File: config.mk
export PLATFORM = sky130hd
export DESIGN_NAME = surf_command_receiver
export DESIGN_NICKNAME = d
export VERILOG_FILES = /design/src/rtl/surf_cmd_pkg.sv /design/src/rtl/surf_uart_rx.sv /design/src/rtl/surf_command_receiver.sv
export SDC_FILE = /design/constraint.sdc
export NUM_CORES = 1
export LEC_CHECK = 0
export ABC_AREA = 1
export CORE_MARGIN = 2
export CORE_UTILIZATION = 60
export CTS_CLUSTER_SIZE = 20
export DETAILED_ROUTE_END_ITERATION = 10
export DONT_BUFFER_PORTS = 1
export PLACE_DENSITY = 0.76
export SYNTH_ARGS = -nofsm -noshare
export SYNTH_HDL_FRONTEND = slang
export SYNTH_HIERARCHICAL = 1
export SYNTH_SLANG_ARGS = --single-unit
File: constraint.sdc
create_clock -name clk_i -period 2.7 [get_ports clk_i]
set_input_delay 0 -clock clk_i [delete_from_list [all_inputs] [get_ports clk_i]]
set_output_delay 0 -clock clk_i [all_outputs]
set_load 0.005 [all_outputs]
File: src/rtl/surf_cmd_pkg.sv
// Shared definitions for the TURF->SURF command link.
// The transmitter side imports the same frame constants.
package surf_cmd_pkg;

  localparam logic [7:0] HEADER_BYTE = 8'hA6;
  localparam int         FRAME_LEN   = 7;

  typedef enum logic [2:0] {
    P_HUNT,
    P_BUF,
    P_EV3,
    P_EV2,
    P_EV1,
    P_EV0,
    P_SUM
  } parser_state_t;

  typedef enum logic [2:0] {
    RX_IDLE,
    RX_START,
    RX_DATA,
    RX_STOP,
    RX_BREAK
  } rx_state_t;

  // Only the two low bits of the buffer byte carry a buffer number.
  function automatic logic buf_byte_ok(input logic [7:0] b);
    return b[7:2] == 6'd0;
  endfunction

endpackage

File: src/rtl/surf_uart_rx.sv
// 8N1 byte receiver for a 16x-style oversampled line: synchroniser,
// start-bit glitch rejection, centre sampling and stop-bit check.
module surf_uart_rx
  import surf_cmd_pkg::*;
#(
  parameter int CLKS_PER_BIT = 16
) (
  input  logic       clk_i,
  input  logic       rst_i,
  input  logic       line_i,
  output logic [7:0] byte_o,
  output logic       byte_stb_o,
  output logic       frame_err_o
);

  localparam int                CNT_W    = $clog2(CLKS_PER_BIT);
  localparam logic [CNT_W-1:0]  HALF_END = CNT_W'(CLKS_PER_BIT / 2 - 1);
  localparam logic [CNT_W-1:0]  BIT_END  = CNT_W'(CLKS_PER_BIT - 1);

  logic [1:0]       sync_q;
  logic             line;
  rx_state_t        state_q, state_d;
  logic [CNT_W-1:0] cnt_q;
  logic [2:0]       bit_q;
  logic [7:0]       shift_q;
  logic             bit_tick, stb_d, ferr_d;

  // Presetting to 1 makes the line look idle straight out of reset.
  always_ff @(posedge clk_i or posedge rst_i) begin
    // NOTE: non-blocking assignments so every flop samples pre-edge values.
    if (rst_i) sync_q <= 2'b11;
    else       sync_q <= {sync_q[0], line_i};
  end

  assign line = sync_q[1];

  always_ff @(posedge clk_i or posedge rst_i) begin
    if (rst_i) state_q <= RX_IDLE;
    else       state_q <= state_d;
  end

  always_comb begin
    // NOTE: default assignment first so no path leaves state_d unassigned (no latch).
    state_d = state_q;
    case (state_q)
      RX_IDLE:  if (!line) state_d = RX_START;
      RX_START: if (cnt_q == HALF_END) state_d = line ? RX_IDLE : RX_DATA;
      RX_DATA:  if (cnt_q == BIT_END && bit_q == 3'd7) state_d = RX_STOP;
      RX_STOP:  if (cnt_q == BIT_END) state_d = line ? RX_IDLE : RX_BREAK;
      RX_BREAK: if (line) state_d = RX_IDLE;
      default:  state_d = RX_IDLE;
    endcase
  end

  always_comb begin
    bit_tick = (state_q == RX_DATA || state_q == RX_STOP) && (cnt_q == BIT_END);
    stb_d    = (state_q == RX_STOP) && bit_tick && line;
    ferr_d   = (state_q == RX_STOP) && bit_tick && !line;
  end

  always_ff @(posedge clk_i or posedge rst_i) begin
    if (rst_i) begin
      cnt_q       <= '0;
      bit_q       <= '0;
      shift_q     <= '0;
      byte_stb_o  <= 1'b0;
      frame_err_o <= 1'b0;
    end else begin
      byte_stb_o  <= stb_d;
      frame_err_o <= ferr_d;
      if (state_q != state_d || bit_tick || state_q == RX_IDLE || state_q == RX_BREAK)
        cnt_q <= '0;
      else
        cnt_q <= cnt_q + CNT_W'(1);
      if (state_q == RX_START) begin
        bit_q <= '0;
      end else if (state_q == RX_DATA && bit_tick) begin
        shift_q <= {line, shift_q[7:1]};
        bit_q   <= bit_q + 3'd1;
      end
    end
  end

  assign byte_o = shift_q;

endmodule

File: src/rtl/surf_command_receiver.sv
// SURF endpoint of the TURF command link: parses header/buffer/ID/checksum
// frames and presents accepted event IDs with a one-cycle valid strobe.
module surf_command_receiver
  import surf_cmd_pkg::*;
#(
  parameter int         CLKS_PER_BIT = 16,
  parameter logic [7:0] HEADER_BYTE  = surf_cmd_pkg::HEADER_BYTE,
  parameter int         TIMEOUT_CLKS = 1024
) (
  input  logic        clk_i,
  input  logic        rst_i,
  input  logic        cmd_i,
  output logic [31:0] event_id_o,
  output logic [1:0]  buffer_o,
  output logic        valid_o,
  output logic        chk_err_o,
  output logic        fmt_err_o,
  output logic        frame_err_o,
  output logic        busy_o
);

  localparam int               TMO_W   = $clog2(TIMEOUT_CLKS + 1);
  localparam logic [TMO_W-1:0] TMO_END = TMO_W'(TIMEOUT_CLKS);

  logic [7:0]       rx_byte;
  logic             rx_stb, rx_ferr;
  parser_state_t    state_q, state_d;
  logic [TMO_W-1:0] tmo_q;
  logic             timeout, abort;
  logic [31:0]      id_q;
  logic [1:0]       buf_q;
  logic [7:0]       sum_q;
  logic             valid_d, chk_d, fmt_d;

  surf_uart_rx #(.CLKS_PER_BIT(CLKS_PER_BIT)) u_rx (
    .clk_i       (clk_i),
    .rst_i       (rst_i),
    .line_i      (cmd_i),
    .byte_o      (rx_byte),
    .byte_stb_o  (rx_stb),
    .frame_err_o (rx_ferr)
  );

  assign timeout = (state_q != P_HUNT) && (tmo_q == TMO_END);
  assign abort   = (state_q != P_HUNT) && (rx_ferr || timeout);

  always_ff @(posedge clk_i or posedge rst_i) begin
    if (rst_i) state_q <= P_HUNT;
    else       state_q <= state_d;
  end

  always_comb begin
    state_d = state_q;
    if (abort) begin
      state_d = P_HUNT;
    end else if (rx_stb) begin
      case (state_q)
        P_HUNT:  if (rx_byte == HEADER_BYTE) state_d = P_BUF;
        P_BUF:   state_d = buf_byte_ok(rx_byte) ? P_EV3 : P_HUNT;
        P_EV3:   state_d = P_EV2;
        P_EV2:   state_d = P_EV1;
        P_EV1:   state_d = P_EV0;
        P_EV0:   state_d = P_SUM;
        default: state_d = P_HUNT;
      endcase
    end
  end

  // Error priority: framing, then format/timeout, then checksum.
  always_comb begin
    fmt_d   = !rx_ferr && (timeout || (rx_stb && state_q == P_BUF && !buf_byte_ok(rx_byte)));
    chk_d   = !rx_ferr && !timeout && rx_stb && (state_q == P_SUM) && (rx_byte != sum_q);
    valid_d = !rx_ferr && !timeout && rx_stb && (state_q == P_SUM) && (rx_byte == sum_q);
    busy_o  = (state_q != P_HUNT);
  end

  // Staging registers id_q/buf_q only reach the outputs on a good checksum.
  always_ff @(posedge clk_i or posedge rst_i) begin
    if (rst_i) begin
      tmo_q       <= '0;
      id_q        <= '0;
      buf_q       <= '0;
      sum_q       <= '0;
      event_id_o  <= '0;
      buffer_o    <= '0;
      valid_o     <= 1'b0;
      chk_err_o   <= 1'b0;
      fmt_err_o   <= 1'b0;
      frame_err_o <= 1'b0;
    end else begin
      valid_o     <= valid_d;
      chk_err_o   <= chk_d;
      fmt_err_o   <= fmt_d;
      frame_err_o <= rx_ferr;
      if (state_q == P_HUNT || rx_stb) tmo_q <= '0;
      else                             tmo_q <= tmo_q + TMO_W'(1);
      if (rx_stb) begin
        case (state_q)
          P_BUF: begin
            buf_q <= rx_byte[1:0];
            sum_q <= '0;
          end
          P_EV3, P_EV2, P_EV1, P_EV0: begin
            id_q  <= {id_q[23:0], rx_byte};
            sum_q <= sum_q + rx_byte;
          end
          default: ;
        endcase
      end
      if (valid_d) begin
        event_id_o <= id_q;
        buffer_o   <= buf_q;
      end
    end
  end

endmodule
**Word level (Yosys, flattened, before mapping)**

Index checks and enable logic that the tools add are counted.
W data, S select, Z words.

- Bits of input ports: 3
- Logic and storage cells: 100
- Flip-flop bits (word level): 116

- Bitwise operators: 1
- Multiplexer cells: 18
- Equality and inequality tests: 19
- Reduce and logical (&&, ||, !) cells: 40
- Add/sub/neg operators: 4

Operator list:

| cell | number |
|---|---|
| $mux W3 | 11 |
| $pmux W3 S6 | 1 |
| $logic_and A1 B1 Y1 | 16 |
| $pmux W8 S2 | 1 |
| $eq A3 B3 Y1 const B | 5 |
| $pmux W3 S5 | 1 |
| $eq A3 B2 Y1 const B | 4 |
| $add A11 B1 Y11 const B | 1 |
| $eq A11 B11 Y1 const B | 1 |
| $mux W11 | 1 |
| $reduce_and A2 Y1 | 5 |
| $add A8 B8 Y8 | 1 |
| $eq A8 B8 Y1 | 1 |
| $eq A8 B8 Y1 const B | 1 |
| $ne A8 B8 Y1 | 1 |
| $logic_or A1 B1 Y1 | 7 |
| $eq A3 B1 Y1 const B | 2 |
| $logic_not A3 Y1 | 2 |
| $logic_not A6 Y1 | 1 |
| $reduce_bool A2 Y1 | 3 |
| $add A4 B1 Y4 const B | 1 |
| $eq A4 B3 Y1 const B | 1 |
| $eq A4 B4 Y1 const B | 1 |
| $logic_not A1 Y1 | 4 |
| 8 further kinds | 9 |

**Longest topological paths before layout**

- Depth in word-level cells: 9
- Gate-level depth with buffers: 11
- Mapped depth without buffers: 11

**By module**

The synthesis kept the hierarchy.

Modules (own cells, without submodules):

| module | cells each | sequential area each (um^2) | area each (um^2) | instances |
|---|---|---|---|---|
| surf_command_receiver | 511 | 2352.3 | 4346.7 | 1 |
| surf_uart_rx | 99 | 553.0 | 942.2 | 1 |

**Least setup slack after synthesis**

OpenSTA, ideal clock, no wires.

- Kind: reg2reg
- From: register u_rx.shift_q[3] (netlist: u_rx/byte_o[3])
- To: register buffer_o[1]
- Setup slack: 919 ps
- Arrival time: 1715 ps
- Cell stages (with the launch flop): 10
- Required time: 2634 ps
- Period minus slack after synthesis: 1781 ps
- Path through: dfrtp_1 -> ha_1 -> inv_2 -> nand2_1 -> nor2_1 -> nand2_1 -> nor2_4 -> clkbuf_1 -> nand4_1 -> nand2_1

- Word-level cells in the longest chain between the ends: 2

Ends and longest elaborated chain:

| item | line | text |
|---|---|---|
| start: declaration | surf_uart_rx.sv:25 | `logic [7:0] shift_q;` |
| start signal: assignment | surf_uart_rx.sv:78 | `shift_q <= {line, shift_q[7:1]};` |
| $eq A8 B8 Y1 | surf_command_receiver.sv:73 | `valid_d = !rx_ferr && !timeout && rx_stb && (state_q == P_SUM) && (rx_byte == sum_q);` |
| $logic_and A1 B1 Y1 | surf_command_receiver.sv:73 |  |
| end signal: assignment | surf_command_receiver.sv:112 | `buffer_o <= buf_q;` |
| end: declaration | surf_command_receiver.sv:14 | `output logic [1:0] buffer_o,` |

No other way between the ends.
A chain may end at the register's enable or synchronous reset.

**Worst setup path after layout**

- From: register u_rx.shift_q[4] (netlist: u_rx/byte_o[4])
- To: register buffer_o[0]

The elaborated chain is that of the path after synthesis.

==> reports/results.txt <==
The cell count after placement was 702; the buffer levels on the longest clock path was 2. The run gives 9580 um2 as the floorplan die area. The number of diodes is 0. The run finished with clean final reports.

The number of rows in the core area came out at 34. In the final layout, the multi-input gates occupy 2070 um2. The post-route clock period utilization was 0.903. The clock drives 116 sinks. The kind of critical path is reg2reg. The tools report the count of pins over their slew limit as 0. The smallest clock period supported by the final layout is computed as 2.44 ns. TritonCTS built the clock tree. The final-stage net count came out at 631. The wire length per cell after detailed routing works out to 14.7 um. The slowest stage of the critical path belongs to the cell sky130_fd_sc_hd__nand4_4. Number of warning messages in the yosys log: 6.

42 I/O pins were placed. In the synthesized netlist the dominant register cell turns out to be sky130_fd_sc_hd__dfrtp_1. The per-cell via count in the routed design is 5.63, and the synthesized cell area is 5290 um2. Setup repair after global routing left no endpoint under its margin. From synthesis to final layout, the design area changed by 12.1%.

The post-synthesis async set-or-reset flop share was 1.00. Measured along the x axis, the die boundary spans 97.9 um. The number of hold buffers added after CTS was 2. For the initial antenna violation count, the log shows 0.

For the starting utilization of the core area, the log shows 0.612. The worst setup path is launched from a flop. The routability-driven placement congestion ratio was 0.918. The pin slew with the least headroom to its limit was 0.805 ns. Setup violations remaining at the end of the flow were counted as 0. Once the clock tree was built, the setup fixing pass inserted 0 buffers. The pin count of the biggest net entering global routing came out at 95. The delay of the slowest cell on the worst path was 0.48 ns; the total of flip-flops plus latches after synthesis was 116. The final wirelength is 10800 um.

The wire-length estimate of the detail-placed layout is 6830 um. The tools report the via count of the first global-routing pass as 4076. The final setup skew is 0.00587 ns. The worst hold path belongs to the class in2reg.

The sequential element share of the synthesized area is 0.549. For the final routed database, the setup TNS stands at 0 ns. The tools report the total routing usage reported by global routing as 0.246. For the distinct cell type count after synthesis, the log shows 36. Counting stages on the worst path, the most repeated cell is sky130_fd_sc_hd__nand2_1. By area the synthesized netlist is led by sky130_fd_sc_hd__dfrtp_1 (54%), sky130_fd_sc_hd__nand2_1 (15%), sky130_fd_sc_hd__nand4_1 (4.6%), sky130_fd_sc_hd__nand3_1 (3.4%), sky130_fd_sc_hd__inv_1 (3.4%).

Synthesis handed over a netlist of 610 instances. The worst-case headroom to the max-slew limit is 0.463, and the filler cell count in the final layout is 651. Data on the critical path is required at its endpoint by 3.09 ns. The root buffer selected by CTS was sky130_fd_sc_hd__clkbuf_8.

The commonest cells after synthesis are sky130_fd_sc_hd__nand2_1 (205), sky130_fd_sc_hd__dfrtp_1 (114), sky130_fd_sc_hd__inv_1 (48). Nature of the critical path endpoint: a flop. A synthesized cell averages 8.67 um2. The area share of the largest cell type after synthesis was 0.539.

After clock tree synthesis, the clock-pin slew on the worst setup and hold paths is 0.05 ns. The critical path goes through ha_1, nor3_1, nand2_1, nor2_4, nand4_4, nand2_1, nand2_1. The latest clock arrival within the worst-skew pair is 0.51 ns. The total of max-cap violations was 0; the number of buffer cells added on primary ports was 0. After detailed routing, the number of remaining DRC violations is 0.

The share of cells above drive strength 1 is 0.0908. The register area is 2910 um2. Number of DRC violations after detailed-routing iteration 0: 304.

Buffers inserted during clock tree synthesis total 17. The tools report the arrival time of data at the critical path endpoint as 2.82 ns. Yosys mapped a number of flops with a built-in enable equal to 0.

Yosys instantiated no cell more often than sky130_fd_sc_hd__nand2_1. The cell taking the most area after synthesis is sky130_fd_sc_hd__dfrtp_1. The number of nets in the synthesized netlist is 626. Based on the critical path, the design can be clocked at up to 410 MHz. The tools report the number of hold-slack violations in the final timing report as 0. The run gives 736 as the post-layout instance count excluding filler cells. The total power per unit cell area is 674 nW/um2. VDD sags by at most 0.377 mV. The height of the die is 97.9 um, and the first-pass iteration count of the detailed router is 5.

The static leakage power was 3.03 nW. For the post-cts resize count, the log shows 0. The maximum fanout count along the critical path is 35, and the area of the placeable core is 8640 um2.

Summed over all layers, the global routing overflow is 0. The global-route wire length before repair was 18900 um. The routed layout has 4143 vias.

For the number of H-tree branching levels, the log shows 4. The number of nets with antenna violations after detailed routing is 0.
[cells in the final DEF (no fill, tap or decap), types with 2 or more instances in the layout]
| cell | instances |
|---|---|
| sky130_fd_sc_hd__clkbuf_16 | 16 |
| sky130_fd_sc_hd__a21oi_1 | 8 |
| sky130_fd_sc_hd__nand2_1 | 205 |
| sky130_fd_sc_hd__nor2_1 | 43 |
| sky130_fd_sc_hd__nand3_1 | 36 |
| sky130_fd_sc_hd__nor2_2 | 4 |
| sky130_fd_sc_hd__nor2_4 | 5 |
| sky130_fd_sc_hd__dlygate4sd3_1 | 2 |
| sky130_fd_sc_hd__clkinvlp_4 | 4 |
| sky130_fd_sc_hd__nor3_1 | 9 |
| sky130_fd_sc_hd__clkbuf_1 | 3 |
| sky130_fd_sc_hd__dfstp_2 | 2 |
| sky130_fd_sc_hd__nor3b_1 | 2 |
| sky130_fd_sc_hd__inv_2 | 3 |
| sky130_fd_sc_hd__nand2_2 | 2 |
| sky130_fd_sc_hd__buf_4 | 5 |
| sky130_fd_sc_hd__o21bai_1 | 2 |
| sky130_fd_sc_hd__ha_1 | 12 |
| sky130_fd_sc_hd__clkbuf_8 | 4 |
| sky130_fd_sc_hd__dfrtp_1 | 114 |
| sky130_fd_sc_hd__xor2_1 | 6 |
| sky130_fd_sc_hd__a31oi_1 | 2 |
| sky130_fd_sc_hd__inv_1 | 47 |
| sky130_fd_sc_hd__clkinv_2 | 5 |
| sky130_fd_sc_hd__nand4_1 | 39 |
| sky130_fd_sc_hd__o21ai_1 | 13 |
| sky130_fd_sc_hd__o21ai_0 | 20 |
[area by class of cell]
class	count	area share
clock inverters	9	0.0135
inverters	52	0.0331
well taps	108	0.0228
clock buffers	23	0.0787
repair buffers	8	0.0131
flip-flops and latches	116	0.490
multi-input cells	420	0.349
[final timing paths]
| path | from | to | slack, ns | cells after the start |
|---|---|---|---|---|
| min in group asynchronous | rst_i | state_q[1]$_DFFE_PP0P_ | 0.09 | 3 |
| setup reg to reg | u_rx/byte_o[4]$_DFFE_PP0P_ | buffer_o[0]$_DFFE_PP0P_ | 0.26 | 7 |
| max in group asynchronous | rst_i | u_rx/bit_q[2]$_DFFE_PP0P_ | 2.06 | 2 |
| setup / recovery | u_rx/byte_o[4]$_DFFE_PP0P_ | buffer_o[0]$_DFFE_PP0P_ | 0.26 | 7 |
| hold / removal | cmd_i | u_rx/sync_q[0]$_DFF_PP1_ | 0.03 | 1 |
| hold reg to reg | u_rx/sync_q[0]$_DFF_PP1_ | u_rx/sync_q[1]$_DFF_PP1_ | 0.36 | 0 |
[report_power, final]
part / leakage [nW] / switching, mW / total, mW / internal, mW
Clock: 0.260 / 0.741 / 2.02 / 1.28
Combinational: 1.16 / 0.114 / 0.168 / 0.0537
Sequential: 1.61 / 0.0320 / 1.80 / 1.77
Total: 3.03 / 0.887 / 4.00 / 3.11
[state kept, by name (all words and copies together) (netlist names), 4 cells and up]
name         count
event_id_o      32
id_q            32
sum_q            8
tmo_q           11
u_rx/byte_o      8
u_rx/cnt_q       4
[critical path, delay by kind of cell (launching register included)]
family | cells | cell delay, ns
fa+ha+maj | 1 | 0.41
flops | 1 | 0.45
simple gates | 6 | 1.45
[cells by family (layout without fill, tap and decap cells)]
group,count (synthesis),in the layout,synth area share
AND/OR/NAND/NOR,351,351,0.297
flip-flops,116,116,0.549
buffers and inverters,74,92,0.0608
AO/OA/AOI/OAI,49,49,0.0492
adder cells (fa/ha/maj),13,13,0.0322
XOR/XNOR,7,7,0.0116
[stage by stage]
step	instance area, um2	util	power, mW	hold WS [ns]	setup WS (ns)
finish	5930	0.686	4.00	0.0271	0.262
global route	5930	0.686	4.14	0.0222	0.0231
CTS	5930	0.686	4.03	0.00823	0.260
detailed placement	5360	0.621	2.00	0.00454	0.365
global placement	5360	0.621	1.99	0.00454	0.427
floorplan	5290	-	1.96	-0.0123	0.251
[layer usage]
metal,up-vias,GRT usage,wire (um)
met3,21,0.0551,518
met4,0,0.0759,162
met2,139,0.413,5420
met5,-,0,0
li1,2010,-,-
met1,1973,0.322,4710
Note: power is estimated with default switching activity, not from simulation.
